==> config.mk <==
export PLATFORM = sky130hd
export DESIGN_NAME = lane_bit_serializer
export DESIGN_NICKNAME = d
export VERILOG_FILES = /design/src/rtl/lane_ser_pkg.sv /design/src/rtl/bit_index_counter.sv /design/src/rtl/lane_bit_serializer.sv
export SDC_FILE = /design/constraint.sdc
export NUM_CORES = 1
export LEC_CHECK = 0
export BUFFER_PORTS_ARGS = -buffer_cell sky130_fd_sc_hd__buf_2
export CORE_MARGIN = 2
export CORE_UTILIZATION = 45
export CTS_BUF_LIST = sky130_fd_sc_hd__clkbuf_2 sky130_fd_sc_hd__clkbuf_4 sky130_fd_sc_hd__clkbuf_8
export CTS_CLUSTER_SIZE = 24
export DETAILED_ROUTE_END_ITERATION = 10
export GPL_ROUTABILITY_DRIVEN = 0
export PLACE_DENSITY = 0.74
export SETUP_SLACK_MARGIN = 0.1
export SLEW_MARGIN = 0
export SYNTH_ARGS = -nofsm -noshare
export SYNTH_HDL_FRONTEND = slang
export SYNTH_HIERARCHICAL = 1
export SYNTH_SLANG_ARGS = --single-unit
export TNS_END_PERCENT = 5
==> constraint.sdc <==
create_clock -name i_clk -period 1.4 [get_ports i_clk]
set_input_delay 0.07 -clock i_clk [delete_from_list [all_inputs] [get_ports i_clk]]
set_output_delay 0.07 -clock i_clk [all_outputs]
set_load 0.05 [all_outputs]
==> src/rtl/lane_ser_pkg.sv <==
// Shared types and helpers for the lane bit serializer and its capture-side peer.
// Latency: n/a (declarations only).
// Backpressure: n/a (declarations only).
package lane_ser_pkg;

    // Default lane word width, shared with the capture side.
    localparam int LANE_W = 8;

    typedef enum logic {
        IDLE  = 1'b0,
        SHIFT = 1'b1
    } ser_state_t;

    // Bits needed to hold a bit index in 0..width-1 (ceil(log2(width))).
    function automatic int idx_width(input int width);
        int r;
        r = 0;
        while ((1 << r) < width) begin
            r = r + 1;
        end
        return r;
    endfunction

endpackage

==> src/rtl/bit_index_counter.sv <==
// Enable-qualified modulo-MOD counter with synchronous clear and terminal-count flag.
// Latency: count updates on the clock edge after en; tc is combinational from the count.
// Backpressure: none; en=0 holds the count.
//
// Ports:
//   clk  - rising-edge clock
//   rst  - synchronous active-high reset, count to 0
//   clr  - synchronous clear, count to 0
//   en   - advance the count by one (wrapping from MOD-1 back to 0)
//   cnt  - current count, always within 0..MOD-1
//   tc   - high while cnt == MOD-1
module bit_index_counter #(
    parameter int MOD = 8,
    parameter int W   = 3
) (
    input  logic         clk,
    input  logic         rst,
    input  logic         clr,
    input  logic         en,
    output logic [W-1:0] cnt,
    output logic         tc
);

    localparam logic [W-1:0] LAST = W'(MOD - 1);

    assign tc = (cnt == LAST);

    // Explicit wrap at MOD-1 so non-power-of-2 moduli never reach MOD..2^W-1.
    always_ff @(posedge clk) begin
        if (rst || clr) begin
            cnt <= '0;
        end else if (en) begin
            cnt <= tc ? '0 : cnt + 1'b1;
        end
    end

endmodule

==> src/rtl/lane_bit_serializer.sv <==
// Two-lane bit-serial transmitter: accepts an a/b word pair and emits one bit per lane per enabled cycle.
// Latency: first bit valid the cycle after accept; a word occupies exactly WIDTH enabled cycles.
// Backpressure: o_ready only in IDLE or on an enabled last-bit cycle (zero-bubble back-to-back); i_en=0 stalls with outputs held.
//
// Ports:
//   i_clk, i_rst        - clock and synchronous active-high reset
//   i_en                - shift enable
//   i_valid / o_ready   - word pair handshake for i_a / i_b
//   o_sbit_a / o_sbit_b - current serial bit of each lane
//   o_sidx              - destination bit index of the current bits
//   o_svalid            - serial outputs meaningful (consumer also qualifies on i_en)
//   o_sfirst / o_slast  - first / last bit of the word
//   o_busy              - transfer in progress
module lane_bit_serializer
    import lane_ser_pkg::*;
#(
    parameter int WIDTH     = LANE_W,
    parameter bit LSB_FIRST = 1'b1
) (
    input  logic                        i_clk,
    input  logic                        i_rst,
    input  logic                        i_en,
    input  logic                        i_valid,
    output logic                        o_ready,
    input  logic [WIDTH-1:0]            i_a,
    input  logic [WIDTH-1:0]            i_b,
    output logic                        o_sbit_a,
    output logic                        o_sbit_b,
    output logic [idx_width(WIDTH)-1:0] o_sidx,
    output logic                        o_svalid,
    output logic                        o_sfirst,
    output logic                        o_slast,
    output logic                        o_busy
);

    localparam int IW = idx_width(WIDTH);
    localparam logic [IW-1:0] TOP_IDX = IW'(WIDTH - 1);

    ser_state_t     state_q;
    ser_state_t     state_d;
    logic [IW-1:0]  cnt;
    logic           tc;
    logic [IW-1:0]  sidx;
    logic [WIDTH-1:0] sh_a;
    logic [WIDTH-1:0] sh_b;
    logic           accept;

    assign accept = i_valid && o_ready;

    // Count bits only while shifting; parked at 0 when idle.
    bit_index_counter #(
        .MOD (WIDTH),
        .W   (IW)
    ) u_cnt (
        .clk (i_clk),
        .rst (i_rst),
        .clr (state_q == IDLE),
        .en  ((state_q == SHIFT) && i_en),
        .cnt (cnt),
        .tc  (tc)
    );

    assign sidx = LSB_FIRST ? cnt : (TOP_IDX - cnt);

    // State register
    always_ff @(posedge i_clk) begin
        if (i_rst) begin
            state_q <= IDLE;
        end else begin
            state_q <= state_d;
        end
    end

    // Next-state logic
    always_comb begin
        state_d = state_q;
        case (state_q)
            IDLE: begin
                if (accept) state_d = SHIFT;
            end
            SHIFT: begin
                // A new accept on the final enabled bit keeps us shifting;
                // the counter wraps to 0 on the same edge.
                if (tc && i_en) state_d = accept ? SHIFT : IDLE;
            end
            default: state_d = IDLE;
        endcase
    end

    // Output logic: serial outputs derive only from registered state.
    always_comb begin
        o_ready  = 1'b0;
        o_svalid = 1'b0;
        o_busy   = 1'b0;
        o_sidx   = '0;
        o_sbit_a = 1'b0;
        o_sbit_b = 1'b0;
        o_sfirst = 1'b0;
        o_slast  = 1'b0;
        case (state_q)
            IDLE: begin
                o_ready = 1'b1;
            end
            SHIFT: begin
                o_ready  = tc && i_en;
                o_svalid = 1'b1;
                o_busy   = 1'b1;
                o_sidx   = sidx;
                o_sbit_a = sh_a[sidx];
                o_sbit_b = sh_b[sidx];
                o_sfirst = (cnt == '0);
                o_slast  = tc;
            end
            default: ;
        endcase
    end

    // Shadow registers capture the word pair on accept.
    always_ff @(posedge i_clk) begin
        if (i_rst) begin
            sh_a <= '0;
            sh_b <= '0;
        end else if (accept) begin
            sh_a <= i_a;
            sh_b <= i_b;
        end
    end

endmodule

== Yosys cells after proc, flatten, opt, wreduce, memory -nomap -nowiden ==
Index checks and enable logic that the tools add are counted.
Word-level totals
  flip-flop bits (word level): 20
  output and inout bits: 10
  logic and storage cells: 28
  input port bits: 20
Operators by class
  bitwise gates (word level): 1
  add/sub/neg operators: 1
  magnitude comparators: 1
  equal/unequal tests: 1
  reduce and logical (&&, ||, !) cells: 5
  mux-type cells: 15
Operators by type and width (count)
  2-to-1 mux 1 bit: 9
  binary-select mux 1 bit (select 3 bit): 2
  2-to-1 mux 3 bit: 2
  less-than comparator 3 x 4 -> 1 bit (second input constant): 1
  case mux 1 bit (2 select lines): 2
  adder 3 x 1 -> 3 bit (second input constant): 1
  == test 3 bit (second input constant): 1
  logical AND 1 bit: 3
  zero test 3 bit: 1
  logical OR 1 bit: 1
  inverter 1 bit: 1

== Depth between registers and ports, before layout ==
Gate-level depths: netlist (run 1).
  depth after elaboration: 7
  depth in mapped cells: 7
  mapped depth without buffers: 6

== Modules after synthesis ==
The synthesis (run 1) kept the hierarchy.
Modules (own cells, without submodules)
  lane_bit_serializer: instances 1, cells an instance 97, seq. area each 340.3 sq um, area an instance 835.8 sq um
  bit_index_counter: instances 1, cells an instance 12, seq. area each 60.1 sq um, area an instance 142.6 sq um

== Worst setup path after synthesis (run 1) ==
No wires, ideal clock.
  path kind: register to output
  from: reg state_q
  to: out o_sfirst
  data required time: 1.330 ns
  arrival time: 2.492 ns
  cell stages (with the launch flop): 3
  path slack: -1.162 ns
  path buffers: 0
  cells stage by stage: dfxtp_1 inv_1 nor4_1
Between the ends
  word-level cells in the longest chain between the ends: 1
RTL lines
  start: declaration: RTL line lane_bit_serializer.sv:39  | ser_state_t state_q;
  start signal: assignment: RTL line lane_bit_serializer.sv:70  | state_q <= state_d;
  2-to-1 mux 1 bit: RTL line lane_bit_serializer.sv:100  | case (state_q)
  end: declaration: RTL line lane_bit_serializer.sv:31  | output logic o_sfirst,
No other way between the ends.

== Worst setup path after layout (run 1) ==
  from: reg u_cnt.cnt[1]
  to: out o_sbit_b
Between the ends
  word-level cells in the longest chain between the ends: 3
RTL lines
  start: declaration: RTL line bit_index_counter.sv:20  | output logic [W-1:0] cnt,
  start signal: assignment: RTL line bit_index_counter.sv:33  | cnt <= tc ? '0 : cnt + 1'b1;
  binary-select mux 1 bit (select 3 bit): RTL line lane_bit_serializer.sv:110  | o_sbit_b = sh_b[sidx];
  2-to-1 mux 1 bit (implied by the code): RTL line lane_bit_serializer.sv:110
  2-to-1 mux 1 bit: RTL line lane_bit_serializer.sv:100
  end: declaration: RTL line lane_bit_serializer.sv:28  | output logic o_sbit_b,
No other way between the ends. The select of a mux whose other input is x is not followed.

==> results of run 1 <==
[per-layer routing]
layer	wire length, um	track usage (%)	up-vias
met5	0	0	-
met2	1090	29.6	32
met1	1090	27.2	443
met3	118	3.57	2
li1	-	-	458
met4	13	5.41	0
[state kept, by name (all words and copies together) (netlist names)]
signal and count:
sh_a 8, sh_b 8, u_cnt/cnt 3, state_q 1
[per-stage QoR]
stage	std cells	cell area (um^2)	hold slack (ps)
2_1_floorplan	109	1070	125
3_3_place_gp	162	1240	323
3_5_place_dp	162	1240	330
4_1_cts	167	1320	6.12
5_1_grt	167	1350	2.67
6_report	167	1350	16.7
[power by group through the flow]
stage                     logic [mW]  registers [mW]  clock network, mW
after floorplan                0.150           0.629                  0
after global placement         0.207           0.625                  0
after detailed placement       0.212           0.625                  0
after CTS                      0.224           0.610              0.341
after global routing           0.253           0.613              0.370
final                          0.234           0.609              0.328
[path summary, 6_finish.rpt]
check                     from        to  slack (ps)  cells after the start
setup / recovery  u_cnt/cnt[1]  o_sbit_b        -300                      4
hold / removal          i_b[4]   sh_b[4]          20                      3
setup reg to reg  u_cnt/cnt[1]   sh_a[2]        -110                      7
hold reg to reg        sh_b[1]   sh_b[1]         480                      2
[cell type report]
cell class	count	area, um^2	share of cell area, %
Inverter	3	13.8	1.02
Timing Repair Buffer	37	262	19.3
Tap cell	27	33.8	2.50
Multi-Input combinational cell	76	594	43.9
Clock buffer	4	36.3	2.68
Sequential cell	20	413	30.5
[synth_stat cells (all sizes together) (2+ instances only)]
library cell / n / area (um^2)
dfxtp: 20 / 400
a21oi: 17 / 85.1
mux2: 2 / 22.5
o21ai: 16 / 80.1
a311oi: 2 / 17.5
nand3: 16 / 80.1
mux4: 2 / 45.0
buf: 9 / 51.3
o22ai: 2 / 12.5
inv: 3 / 11.3
nor3: 2 / 10.0
and2: 5 / 32.5
ha: 2 / 25.0
mux2i: 4 / 40.0
[tightest hold or removal path: cells and delay by family]
family	cells	cell delay, ps
AO/OA/AOI/OAI	1	60
buffers and inverters	1	90
AND/OR/NAND/NOR	1	50
[cells by family after synthesis]
logic type,count (synthesis),synth area share [%]
compound gates,39,23.1
simple gates,27,15.6
flops,20,40.9
buf+inv,13,6.78
mux,8,11.0
fa+ha+maj,2,2.56
[timing repair]
action,CTS,global route
hold endpoints to repair,0,0
gates resized for setup,13,9
buffers inserted,1,0
setup endpoints to repair,26,26
pin swaps,12,7
==> results.cfg, run 1 <==
[worst_setup_path]
slowest_delay_ps = 530
crit_arrival_ps = 1630
cp_max_fo = 6
cp.required_ps = 1330
end_kind = primary output
critPathSlowestCell = mux4_2
cp_cell_sequence = mux4_2 -> o22ai_4 -> a311oi_4 -> buf_6
cp_num_buf_inv = 1
worst-setup-path-type = reg2out
cp-start-kind = flip-flop
crit_family = multiplexers

[placement]
preCtsSetupSlack_ps = -146
portBuffers = 29
dp_hpwl_um = 1620

[pwr]
clock_power_share_pct = 28.0
max-vdd-ir-drop_mv = 0.599
power_leakage_nw = 0.528
swShare_pct = 27.5
power_switching_mw = 0.322
combPwrFrac_pct = 19.9
pwr-share-seq_pct = 52.0
power_density_nw_per_um2 = 866
power.total_mw = 1.17
p_int_mw = 0.849

[drt]
first_iter_violations = 28
viasPerCell = 5.60
drc = 0
post_drt_wl_per_cell_um = 13.8
routed_wl_um = 2310
via_count = 935
first_pass_iters = 4
antenna_left = 0

[floorplanning]
design.core.area_um2 = 2000
ios = 30
rows = 16
design.die.area_um2 = 2560
initial_utilization_pct = 48.9
die_w_um = 50.6
die_h_um = 50.6

[global_route]
grt_pass1_vias = 841
overflow = 0
antenna_found_initial = 0
grt_pass1_wl_um = 3750
track_usage_pct = 19.1
grt_max_degree = 21

[clock_network]
path_clk_slew_ps = 110
cts_buffers = 3
ctsHoldBuffers = 0
cts-root-buf = clkbuf_4
cts-htree-levels = 1
clk_path_buf_depth = 2
cts_tree = yes
clock_sinks = 20
insertion_delay_ps = 290

[layout]
layout_common_cells = buf_2 (22), a21oi_1 (17), nand3_1 (16), o21ai_0 (16), dfxtp_1 (16)
layout.nets = 163
final_util_pct = 67.6
diodes = 0
final_common_cell = buf_2
drive_above_1_share_pct = 43.6
num-fill-cells = 184
area_growth_pct = 38.2

[sta]
timing.slew.headroom_pct = 73.4
worst_slack_ps = -298
rsz0062_at_grt = yes
fmax_mhz = 589
maxSlewViolCount = 0
clock_skew_ps = 1.85
setup_viol = 21
tightest_slew_ps = 398
setup_tns_ps = -2490
post-route-period-util_pct = 121
period_needed_ps = 1700
finalHoldViolCount = 0

[logic_synthesis]
synth_cells = 109
ys_seq_elements = 20
ys.flop_type = dfxtp_1
netlist_area_um2 = 978
avgSynthCellArea_um2 = 8.98
synth_nets = 131
yosys_warnings = 6
async_flop_share_pct = 0
synth.distinct_cells = 26
synth_edf_count = 0
ys_seq_area_share_pct = 40.9

[min_path]
hp-class = in2reg

[flow_run]
drv_cap = 0

[run_status]
violations = setup timing
outcome = complete, but fails checks
(Power assumes the default switching activity.)
==> run 2: changes to the inputs <==
- CAP_MARGIN: unset -> 10
- CORE_ASPECT_RATIO: unset -> 1.2
==> run 2 against run 1 <==
  * The run still ends with setup timing left
  * Worst setup slack lost 12 ps
  * Count of clock-buffer cells in the layout is the same
  * Clock power shrank 8.2%
  * Critical path depth is the same
  * Global-route usage grew 0.87 points
  * Critical path type unchanged
  * Critical endpoint is now o_sbit_a
==> results.cfg, run 2 (synthesis gave the netlist of run 1 again) <==
[worst_setup_path]
crit_arrival_ps = 1640
cp_num_buf_inv = 1
worst-r2r-cell-count = 6
worst-setup-path-type = reg2out
cp-start-kind = flip-flop
cp.required_ps = 1330
end_kind = primary output
crit_family = multiplexers
cp_num_cells = 4
slowest_delay_ps = 540
worst-r2r-setup-slack_ps = -20
cp_max_fo = 5
critPathSlowestCell = mux4_2
cp_cell_sequence = mux4_2 -> o22ai_4 -> a311oi_4 -> buf_6

[clock_network]
clock_sinks = 20
cts_buffers = 3
cts-root-buf = clkbuf_4
cts-htree-levels = 1
insertion_delay_ps = 300
post_cts_buffers = 0
clk_path_buf_depth = 2
cts_tree = yes
path_clk_slew_ps = 110

[pwr]
clock_power_share_pct = 26.5
max-vdd-ir-drop_mv = 0.542
pwr-share-seq_pct = 53.6
swShare_pct = 28.1
power_density_nw_per_um2 = 843
p_int_mw = 0.818
combPwrFrac_pct = 19.9
power_switching_mw = 0.319
power_leakage_nw = 0.517

[drt]
viasPerCell = 5.34
routed_wl_um = 2240
via_count = 903
first_iter_violations = 21
post_drt_wl_per_cell_um = 13.2
first_pass_iters = 4
antenna_left = 0
drc = 0

[sta]
worst_slack_ps = -310
period_needed_ps = 1710
setup_tns_ps = -1180
finalHoldViolCount = 0
rsz0062_at_grt = yes
post-route-period-util_pct = 122
timing.slew.headroom_pct = 73.6
setup_viol = 21
clock_skew_ps = 2.46
maxSlewViolCount = 0
fmax_mhz = 585
tightest_slew_ps = 396

[min_path]
hp-class = in2reg
hold_depth = 3

[floorplanning]
ios = 30
rows = 18
die_w_um = 46.6
die_h_um = 55.1
initial_utilization_pct = 47.7
design.core.area_um2 = 2050
design.die.area_um2 = 2560

[flow_run]
drv_cap = 0

[layout]
top_regs = sh_a (8), sh_b (8), u_cnt/cnt (3)
diodes = 0
final_util_pct = 65.9
area_growth_pct = 38.0
layout_common_cells = buf_2 (22), a21oi_1 (17), nand3_1 (16), o21ai_0 (16), dfxtp_1 (16)
final_common_cell = buf_2
final_cells = 169
drive_above_1_share_pct = 41.7
layout.nets = 162

[run_status]
outcome = complete, but fails checks
violations = setup timing

[global_route]
grt_pass1_vias = 825
grt_max_degree = 21
grt_pass1_wl_um = 3660
track_usage_pct = 20.0
antenna_found_initial = 0
overflow = 0

[placement]
dp_hpwl_um = 1580
preCtsSetupSlack_ps = -117
portBuffers = 29
place_inst = 164
## run 2: cell types whose count changed in the layout (fill, tap and decap cells not counted), sizes merged
cell	delta
buf	-2
dlygate4sd3	+1
## run 2: power groups by stage
| stage | sequential (mW) | combinational (mW) | clock [mW] |
|---|---|---|---|
| after CTS | 0.610 | 0.218 | 0.307 |
| final | 0.610 | 0.226 | 0.301 |
| after global placement | 0.625 | 0.206 | 0 |
| after global routing | 0.615 | 0.246 | 0.336 |
| after detailed placement | 0.625 | 0.211 | 0 |
| after floorplan | 0.629 | 0.150 | 0 |
## run 2: worst paths after layout
path                      from       end
hold reg to reg        sh_b[4]   sh_b[4]
hold / removal          i_b[1]   sh_b[1]
setup reg to reg  u_cnt/cnt[1]   sh_b[5]
setup / recovery  u_cnt/cnt[1]  o_sbit_a
## run 2: worst register-to-register path: cells and delay by family (launching register included)
family                   cells  cell delay [ps]
AO/OA/AOI/OAI                3              430
adder cells (fa/ha/maj)      2              390
buffers and inverters        1              160
flip-flops                   1              380
## run 2: timing repair
item                                   CTS  global route
setup endpoints to repair               26            26
gates cloned                             0             0
pin swaps                                4            16
endpoints found under the hold margin    0             1
hold buffers                             0             1
resized for setup                       14             6
## run 2: final cells by class
| cell class | count | area [um^2] |
|---|---|---|
| clock buffer | 4 | 30.0 |
| fill | 182 | 699 |
| inverter | 3 | 13.8 |
| multi-input combinational | 76 | 602 |
| sequential | 20 | 410 |
| tap | 30 | 37.5 |
| timing repair buffer | 36 | 256 |
## run 2: per-layer routing
metal  part of all wire (%)  vias up  GRT usage, %
met5                      0        -             0
met3                    3.3        5          1.95
li1                       -      460             -
met1                     46      413          25.7
met2                     49       25          33.1
met4                    2.1        0          10.0
## run 2: stage by stage
stage               total power, mW  instance area, um^2  hold WS [ps]
floorplan                     0.779                 1070           125
global placement              0.831                 1240           324
detailed placement            0.836                 1240           332
CTS                            1.13                 1310          2.71
global route                   1.20                 1350          9.17
finish                         1.14                 1350          12.8
